==> src/rtl/mem_port_arbiter_if.sv <==
// Bus bundle between the pipeline stages, the arbiter and the single-port memory.
// slave: arbiter view; master: environment (stages + memory) view.
interface mem_port_arbiter_if #(
  parameter int unsigned AW = 16,
  parameter int unsigned DW = 16
);
  logic          if_req;
  logic [AW-1:0] if_addr;
  logic [DW-1:0] if_rdata;
  logic          if_done;
  logic          if_err;
  logic          if_stall;
  logic          dm_req;
  logic          dm_wr;
  logic [AW-1:0] dm_addr;
  logic [DW-1:0] dm_wdata;
  logic [DW-1:0] dm_rdata;
  logic          dm_done;
  logic          dm_err;
  logic          dm_stall;
  logic          halt;
  logic          mem_en;
  logic          mem_wr;
  logic [AW-1:0] mem_addr;
  logic [DW-1:0] mem_wdata;
  logic          mem_dump;
  logic          mem_done;
  logic [DW-1:0] mem_rdata;

  modport slave (
    input  if_req, if_addr, dm_req, dm_wr, dm_addr, dm_wdata, halt, mem_done, mem_rdata,
    output if_rdata, if_done, if_err, if_stall, dm_rdata, dm_done, dm_err, dm_stall,
    output mem_en, mem_wr, mem_addr, mem_wdata, mem_dump
  );

  modport master (
    output if_req, if_addr, dm_req, dm_wr, dm_addr, dm_wdata, halt, mem_done, mem_rdata,
    input  if_rdata, if_done, if_err, if_stall, dm_rdata, dm_done, dm_err, dm_stall,
    input  mem_en, mem_wr, mem_addr, mem_wdata, mem_dump
  );
endinterface

==> src/rtl/mem_port_arbiter.sv <==
// Shares one single-port memory between fetch (read) and data (read/write) with a fairness limit.
// Define ALIGN_CHECK_EN to fail odd addresses immediately (err=1) without touching memory.
module mem_port_arbiter #(
  parameter int unsigned AW         = 16,
  parameter int unsigned DW         = 16,
  parameter int unsigned FAIR_LIMIT = 4
) (
  input logic               clk,
  input logic               rst,
  mem_port_arbiter_if.slave bus
);
  localparam int unsigned   SW        = $clog2(FAIR_LIMIT + 1);
  localparam logic [SW-1:0] StreakMax = SW'(FAIR_LIMIT);

  localparam logic [2:0] StIdle   = 3'd0;
  localparam logic [2:0] StIssue  = 3'd1;
  localparam logic [2:0] StWait   = 3'd2;
  localparam logic [2:0] StResp   = 3'd3;
  localparam logic [2:0] StDump   = 3'd4;
  localparam logic [2:0] StHalted = 3'd5;

  logic [2:0]    state_q, state_d;
  logic          owner_dm_q, owner_dm_d;
  logic          wr_q, wr_d;
  logic [AW-1:0] addr_q, addr_d;
  logic [DW-1:0] wdata_q, wdata_d;
  logic [DW-1:0] rdata_q, rdata_d;
  logic [SW-1:0] streak_q, streak_d;
  logic          grant_dm, grant_if, fetch_due, resp;
`ifdef ALIGN_CHECK_EN
  logic          err_q, err_d;
`endif

  assign fetch_due = bus.if_req && (streak_q == StreakMax);

  always_comb begin
    state_d    = state_q;
    owner_dm_d = owner_dm_q;
    wr_d       = wr_q;
    addr_d     = addr_q;
    wdata_d    = wdata_q;
    rdata_d    = rdata_q;
    streak_d   = streak_q;
    grant_dm   = 1'b0;
    grant_if   = 1'b0;
`ifdef ALIGN_CHECK_EN
    err_d      = err_q;
`endif
    case (state_q)
      StIdle: begin
        // Data normally wins; halt waits for any pending data access to drain first.
        if (bus.dm_req && !fetch_due) begin
          grant_dm = 1'b1;
        end else if (bus.halt && !bus.dm_req) begin
          state_d = StDump;
        end else if (bus.if_req) begin
          grant_if = 1'b1;
        end
        if (grant_dm || grant_if) begin
          owner_dm_d = grant_dm;
          wr_d       = grant_dm & bus.dm_wr;
          addr_d     = grant_dm ? bus.dm_addr : bus.if_addr;
          wdata_d    = grant_dm ? bus.dm_wdata : '0;
          state_d    = StIssue;
          if (grant_dm && bus.if_req) begin
            streak_d = (streak_q == StreakMax) ? StreakMax : streak_q + SW'(1);
          end else begin
            streak_d = '0;
          end
`ifdef ALIGN_CHECK_EN
          err_d = addr_d[0];
          if (addr_d[0]) begin
            rdata_d = '0;
            state_d = StResp;
          end
`endif
        end
      end
      StIssue: state_d = StWait;
      StWait: begin
        if (bus.mem_done) begin
          rdata_d = bus.mem_rdata;
          state_d = StResp;
        end
      end
      StResp:   state_d = StIdle;
      StDump:   state_d = StHalted;
      StHalted: state_d = StHalted;
      default:  state_d = StIdle;
    endcase
  end

  always_ff @(posedge clk or posedge rst) begin
    if (rst) begin
      state_q    <= StIdle;
      owner_dm_q <= 1'b0;
      wr_q       <= 1'b0;
      addr_q     <= '0;
      wdata_q    <= '0;
      rdata_q    <= '0;
      streak_q   <= '0;
`ifdef ALIGN_CHECK_EN
      err_q      <= 1'b0;
`endif
    end else begin
      state_q    <= state_d;
      owner_dm_q <= owner_dm_d;
      wr_q       <= wr_d;
      addr_q     <= addr_d;
      wdata_q    <= wdata_d;
      rdata_q    <= rdata_d;
      streak_q   <= streak_d;
`ifdef ALIGN_CHECK_EN
      err_q      <= err_d;
`endif
    end
  end

  assign resp          = (state_q == StResp);
  assign bus.mem_en    = (state_q == StIssue);
  assign bus.mem_wr    = bus.mem_en & owner_dm_q & wr_q;
  assign bus.mem_addr  = addr_q;
  assign bus.mem_wdata = wdata_q;
  assign bus.mem_dump  = (state_q == StDump);
  assign bus.if_done   = resp & ~owner_dm_q;
  assign bus.dm_done   = resp & owner_dm_q;
  assign bus.if_rdata  = rdata_q;
  assign bus.dm_rdata  = rdata_q;
  assign bus.if_stall  = bus.if_req & ~bus.if_done;
  assign bus.dm_stall  = bus.dm_req & ~bus.dm_done;
`ifdef ALIGN_CHECK_EN
  assign bus.if_err    = bus.if_done & err_q;
  assign bus.dm_err    = bus.dm_done & err_q;
`else
  assign bus.if_err    = 1'b0;
  assign bus.dm_err    = 1'b0;
`endif
endmodule

==> src/flat_wrapper.sv <==
// flat-port wrapper written by rule: the top's interface ports become plain ports
module mem_port_arbiter_flat 
#(
  parameter int unsigned AW         = 16,
  parameter int unsigned DW         = 16,
  parameter int unsigned FAIR_LIMIT = 4
)
  (clk, rst, bus_if_req, bus_if_addr, bus_dm_req, bus_dm_wr, bus_dm_addr, bus_dm_wdata, bus_halt, bus_mem_done, bus_mem_rdata, bus_if_rdata, bus_if_done, bus_if_err, bus_if_stall, bus_dm_rdata, bus_dm_done, bus_dm_err, bus_dm_stall, bus_mem_en, bus_mem_wr, bus_mem_addr, bus_mem_wdata, bus_mem_dump);
  mem_port_arbiter_if #(.AW(AW), .DW(DW)) bus_i ();
  input logic clk;
  input logic rst;
  input wire logic [$bits(bus_i.if_req)-1:0] bus_if_req;
  input wire logic [$bits(bus_i.if_addr)-1:0] bus_if_addr;
  input wire logic [$bits(bus_i.dm_req)-1:0] bus_dm_req;
  input wire logic [$bits(bus_i.dm_wr)-1:0] bus_dm_wr;
  input wire logic [$bits(bus_i.dm_addr)-1:0] bus_dm_addr;
  input wire logic [$bits(bus_i.dm_wdata)-1:0] bus_dm_wdata;
  input wire logic [$bits(bus_i.halt)-1:0] bus_halt;
  input wire logic [$bits(bus_i.mem_done)-1:0] bus_mem_done;
  input wire logic [$bits(bus_i.mem_rdata)-1:0] bus_mem_rdata;
  output wire logic [$bits(bus_i.if_rdata)-1:0] bus_if_rdata;
  output wire logic [$bits(bus_i.if_done)-1:0] bus_if_done;
  output wire logic [$bits(bus_i.if_err)-1:0] bus_if_err;
  output wire logic [$bits(bus_i.if_stall)-1:0] bus_if_stall;
  output wire logic [$bits(bus_i.dm_rdata)-1:0] bus_dm_rdata;
  output wire logic [$bits(bus_i.dm_done)-1:0] bus_dm_done;
  output wire logic [$bits(bus_i.dm_err)-1:0] bus_dm_err;
  output wire logic [$bits(bus_i.dm_stall)-1:0] bus_dm_stall;
  output wire logic [$bits(bus_i.mem_en)-1:0] bus_mem_en;
  output wire logic [$bits(bus_i.mem_wr)-1:0] bus_mem_wr;
  output wire logic [$bits(bus_i.mem_addr)-1:0] bus_mem_addr;
  output wire logic [$bits(bus_i.mem_wdata)-1:0] bus_mem_wdata;
  output wire logic [$bits(bus_i.mem_dump)-1:0] bus_mem_dump;
  assign bus_i.if_req = bus_if_req;
  assign bus_i.if_addr = bus_if_addr;
  assign bus_i.dm_req = bus_dm_req;
  assign bus_i.dm_wr = bus_dm_wr;
  assign bus_i.dm_addr = bus_dm_addr;
  assign bus_i.dm_wdata = bus_dm_wdata;
  assign bus_i.halt = bus_halt;
  assign bus_i.mem_done = bus_mem_done;
  assign bus_i.mem_rdata = bus_mem_rdata;
  assign bus_if_rdata = bus_i.if_rdata;
  assign bus_if_done = bus_i.if_done;
  assign bus_if_err = bus_i.if_err;
  assign bus_if_stall = bus_i.if_stall;
  assign bus_dm_rdata = bus_i.dm_rdata;
  assign bus_dm_done = bus_i.dm_done;
  assign bus_dm_err = bus_i.dm_err;
  assign bus_dm_stall = bus_i.dm_stall;
  assign bus_mem_en = bus_i.mem_en;
  assign bus_mem_wr = bus_i.mem_wr;
  assign bus_mem_addr = bus_i.mem_addr;
  assign bus_mem_wdata = bus_i.mem_wdata;
  assign bus_mem_dump = bus_i.mem_dump;
  mem_port_arbiter #(.AW(AW), .DW(DW), .FAIR_LIMIT(FAIR_LIMIT)) u_core (.clk(clk), .rst(rst), .bus(bus_i));
endmodule
==> config.mk <==
export PLATFORM = sky130hd
export DESIGN_NAME = mem_port_arbiter_flat
export DESIGN_NICKNAME = d
export VERILOG_FILES = /design/src/rtl/mem_port_arbiter_if.sv /design/src/rtl/mem_port_arbiter.sv /design/src/flat_wrapper.sv
export SDC_FILE = /design/constraint.sdc
export NUM_CORES = 1
export LEC_CHECK = 0
export BUFFER_PORTS_ARGS = -buffer_cell sky130_fd_sc_hd__buf_2
export CORE_ASPECT_RATIO = 1.1
export CORE_MARGIN = 2
export CORE_UTILIZATION = 40
export CTS_BUF_LIST = sky130_fd_sc_hd__clkbuf_4 sky130_fd_sc_hd__clkbuf_8
export DETAILED_ROUTE_END_ITERATION = 10
export PLACE_DENSITY = 0.72
export SLEW_MARGIN = 10
export SYNTH_ARGS = -nofsm -noshare
export SYNTH_HDL_FRONTEND = slang
export SYNTH_SLANG_ARGS = --single-unit
==> constraint.sdc <==
create_clock -name clk -period 3.5 [get_ports clk]
set_input_delay 0.7 -clock clk [delete_from_list [all_inputs] [get_ports clk]]
set_output_delay 0.7 -clock clk [all_outputs]
set_load 0.1 [all_outputs]
* Word-level counts from Yosys, hierarchy flattened
Cells that the tools add are included.
W data, S select, Z words.
** Storage, ports and cells
- Bits in registers :: 56
- Input bits :: 71
- Output and inout port bits :: 73
** Cells by class
- Add/sub/neg operators :: 1
- Equality and inequality tests :: 9
- Muxes and demuxes :: 15
- Bitwise gates (word level) :: 10
- Reductions and logical operators :: 12
** Operator list (number)
- $mux W16 :: 2
- $mux W3 :: 6
- $pmux W3 S4 :: 1
- $eq A3 B3 Y1 const B :: 3
- $and A1 B1 Y1 :: 7
- $eq A3 B2 Y1 const B :: 2
- $mux W1 :: 6
- $logic_and A1 B1 Y1 :: 4
- $reduce_and A2 Y1 :: 2
- $add A3 B1 Y3 const B :: 1
- $eq A3 B1 Y1 const B :: 1
- $logic_not A3 Y1 :: 1
- $ne A3 B1 Y1 const B :: 1
- $ne A3 B3 Y1 const B :: 1
- $not A1 Y1 :: 3
- $reduce_and A3 Y1 :: 1
- $logic_not A1 Y1 :: 2
- $ne A2 B2 Y1 const B :: 1
- $reduce_or A2 Y1 :: 1
- $logic_or A1 B1 Y1 :: 1

* Depth between registers and ports, before layout
- Word-level depth :: 9
- Mapped depth :: 8
- Gate-level depth less buffers :: 6

* Worst setup path after synthesis
OpenSTA, ideal clock, no wires.
- Kind :: register to output
- Start point :: register u_core.state_q[0]
- End point :: output bus_mem_wr
- Arrival :: 2977 ps
- Data required time :: 2800 ps
- Path slack :: -177 ps
- Stages on the path, launching flop included :: 5
- Buffers on the path :: 1
- Cell sequence :: dfrtp_1 -> buf_4 -> nor2b_1 -> nor2b_1 -> and3_1
** On the way
- Cells in the longest elaborated chain, start to end :: 3
** Ends and longest elaborated chain
- start: declaration :: line mem_port_arbiter.sv:22 : logic [2:0] state_q, state_d;
- start signal: assignment :: line mem_port_arbiter.sv:95 : state_q <= StIdle;
- start signal: assignment :: line mem_port_arbiter.sv:106 : state_q <= state_d;
- $eq A3 B1 Y1 :: line mem_port_arbiter.sv:120 : assign bus.mem_en = (state_q == StIssue);
- via bus_mem_en :: line flat_wrapper.sv:29 : output wire logic [$bits(bus_i.mem_en)-1:0] bus_mem_en;
- $and A1 B1 Y1 (2 in series) :: line mem_port_arbiter.sv:121 : assign bus.mem_wr = bus.mem_en & owner_dm_q & wr_q;
- end: declaration :: line flat_wrapper.sv:30 : output wire logic [$bits(bus_i.mem_wr)-1:0] bus_mem_wr;
The timed path passes the listed nets, and every way through them passes these cells.

* Worst setup path in the final report
- Start point :: register u_core.state_q[0]
- End point :: output bus_mem_wr
** On the way
- Cells in the longest elaborated chain, start to end :: 3
** Ends and longest elaborated chain (line)
- $eq A3 B1 Y1 :: mem_port_arbiter.sv:120
- $and A1 B1 Y1 (2 in series) :: mem_port_arbiter.sv:121
Every way passes these cells.

==> impl_metrics.json <==
{
  "outcome": "completed",
  "antenna_found_initial": 0,
  "syn_avg_cell_area_um2": 9.73,
  "worstSetupStartpoint": "u_core.state_q[0]",
  "arrival_ps": 1820,
  "required_ps": 2800,
  "fin_crit_ps": 2520,
  "ant_nets": 0,
  "gp_congestion": 0.772,
  "netlist_area_um2": 2600,
  "path_clk_slew_ps": 100,
  "setup_slack_ps": 985,
  "slowest_delay_ps": 520,
  "initial_core_util_pct": 41.7,
  "rows": 30,
  "grt_pass1_vias": 2076,
  "synth-edff-count": 0,
  "rsz0062_at_grt": "no",
  "num_vias": 2263,
  "final_max_slew_viol_count": 0,
  "portBuffers": 141,
  "yosys_register_bits": 56,
  "seq_area_frac_synth_pct": 53.9,
  "path_buf_inv": 1,
  "tns_ps": 0,
  "cp_top_family": "simple AND/OR/NAND/NOR gates",
  "post-dp-hpwl_um": 4420,
  "post_cts_buffers": 0,
  "ctsHoldBuffers": 0,
  "synth_ff_type": "dfrtp_1",
  "clockRootBuffer": "clkbuf_8",
  "n_fill_cell": 603,
  "drc": 0,
  "synth_area_leaders": "dfrtp_1 (54%), nand2_1 (8.2%), mux2_2 (6.9%)",
  "hold_path.class": "reg2reg",
  "reg2reg_from": "u_core.streak_q[0]",
  "cp-start-kind": "flip-flop",
  "crit_path_cell_trace": "nor2b_1, nor2b_2, and3_1, buf_2",
  "m1WireLength_um": 2540,
  "drt_iter0_markers": 76,
  "drv.max_cap_violation_count": 0,
  "worstPathMaxFanout": 7,
  "hold_path_startpoint": "u_core.wr_q",
  "track_usage_pct": 16.9,
  "yosysWarnings": 0,
  "htreeDepth": 2,
  "place_ws_ps": 1350,
  "dp.cells": 458,
  "tightest_slew_ps": 750,
  "route.met2.wl_um": 2770,
  "syn_to_final_growth_pct": 26.9,
  "hold_viol": 0,
  "grt_pass1_wl_um": 9470,
  "fin_util_pct": 52.9,
  "cp-end-kind": "output pin",
  "cts_resized": 0,
  "ys_types": 27,
  "die_h_um": 88.5,
  "critPathKind": "reg2out",
  "die_w_um": 80.8,
  "synth_top_area_share_pct": 53.9,
  "io_pins": 144,
  "clockBufferDepth": 2,
  "final_cells": 466,
  "drive_above_1_share_pct": 45.6,
  "cts_buffers": 5,
  "fin_crit_sh_pct": 71.9,
  "routed_via_density": 4.86,
  "wirelength_um": 6010,
  "diodes": 0,
  "yosysTopAreaCell": "dfrtp_1",
  "cts_tree": "built",
  "core_um2": 6230,
  "fin_nets": 458,
  "clock_skew_ps": 9.75,
  "clock_sinks": 56,
  "crit_path_top_delay_cell": "dfrtp_1",
  "syn_inst": 267,
  "clock.fmax_mhz": 398,
  "grt.overflow.total": 0,
  "drt-pass1-iter-count": 4,
  "clock_latency_ps": 310,
  "slew_headroom_pct": 49.8,
  "dieArea_um2": 7160,
  "routed.top_layer": "met4",
  "setup_violations": 0,
  "met3WireLength_um": 661,
  "grt_max_degree": 39,
  "ys_async_sr_fraction_pct": 100,
  "post_drt_wl_per_cell_um": 12.9
}
[through the flow]
| step | area, µm² | hold slack [ps] |
|---|---|---|
| global placement | 3180 | 444 |
| global route | 3300 | 495 |
| floorplan | 2610 | 431 |
| finish | 3300 | 471 |
| CTS | 3300 | 481 |
| detailed placement | 3180 | 454 |
[worst reg2reg max path, stage by stage (launching register included)]
cell and delay (ps):
dfrtp_1 400, inv_1 60, ha_1 210, nand3_1 100, and2_1 480, buf_4 350
a21oi_1 110, a21oi_1 140
[cell usage in the layout, fill, tap and decap left out, types with 2 or more instances in the layout]
| cell type | n |
|---|---|
| clkbuf_8 | 5 |
| nor2b_1 | 4 |
| mux2_2 | 16 |
| and3_1 | 2 |
| buf_4 | 3 |
| nand2_1 | 57 |
| nor2_1 | 21 |
| inv_1 | 2 |
| buf_2 | 141 |
| a21oi_1 | 35 |
| ha_1 | 2 |
| nand3_1 | 19 |
| o21ai_0 | 5 |
| conb_1 | 2 |
| dfrtp_1 | 56 |
[per-layer routing]
layer / global-route usage [%] / vias to the layer above
li1: - / 1094
met1: 21.0 / 1056
met2: 28.5 / 108
met3: 5.82 / 5
met4: 3.70 / 0
met5: 0 / -
[cells in the mapped netlist, types with 2 or more instances]
master / instances
nor2b_1: 5
and3_1: 2
a21oi_1: 35
inv_1: 3
nand3_1: 19
o21ai_0: 5
buf_6: 3
ha_1: 2
nand2_1: 57
mux2_2: 16
nor2_1: 22
buf_4: 20
buf_2: 9
dfrtp_1: 56
[cells by family after synthesis]
logic type | after synthesis | share of synthesized area, %
XOR/XNOR | 1 | 0.337
adder cells (fa/ha/maj) | 2 | 0.963
AO/OA/AOI/OAI | 43 | 8.72
flip-flops | 56 | 53.9
multiplexers | 16 | 6.94
AND/OR/NAND/NOR | 111 | 18.8
other | 1 | 0.144
buffers and inverters | 37 | 10.2
[flip-flops by register name (all words and copies together) (netlist names)]
signal / flops
u_core.owner_dm_q: 1
u_core.state_q: 3
u_core.streak_q: 3
u_core.bus.mem_wdata: 16
u_core.bus.dm_rdata: 16
u_core.wr_q: 1
u_core.bus.mem_addr: 16
[worst paths after layout]
kind	end	slack (ps)	depth (start not counted)
worst max-delay path	bus_mem_wr	980	4
worst min-delay path	u_core.wr_q	470	2
worst max register to register	u_core.bus.mem_addr[11]	1570	7
worst min register to register	u_core.wr_q	470	2
max in group asynchronous	u_core.streak_q[2]	2220	3
min in group asynchronous	u_core.bus.mem_wdata[3]	480	2
[area by class of cell]
cell class                      instances  area, µm²  share of cell area, %
Multi-Input combinational cell        175        941                   28.5
Inverter                                3       11.3                  0.342
Clock inverter                          3       46.3                   1.40
Clock buffer                            5       68.8                   2.09
Tap cell                               80        100                   3.04
Timing Repair Buffer                  144        728                   22.1
Sequential cell                        56       1400                   42.5
Power is not shown: default switching activity piles up to over one toggle a cycle in this logic, so the estimate is an artifact.
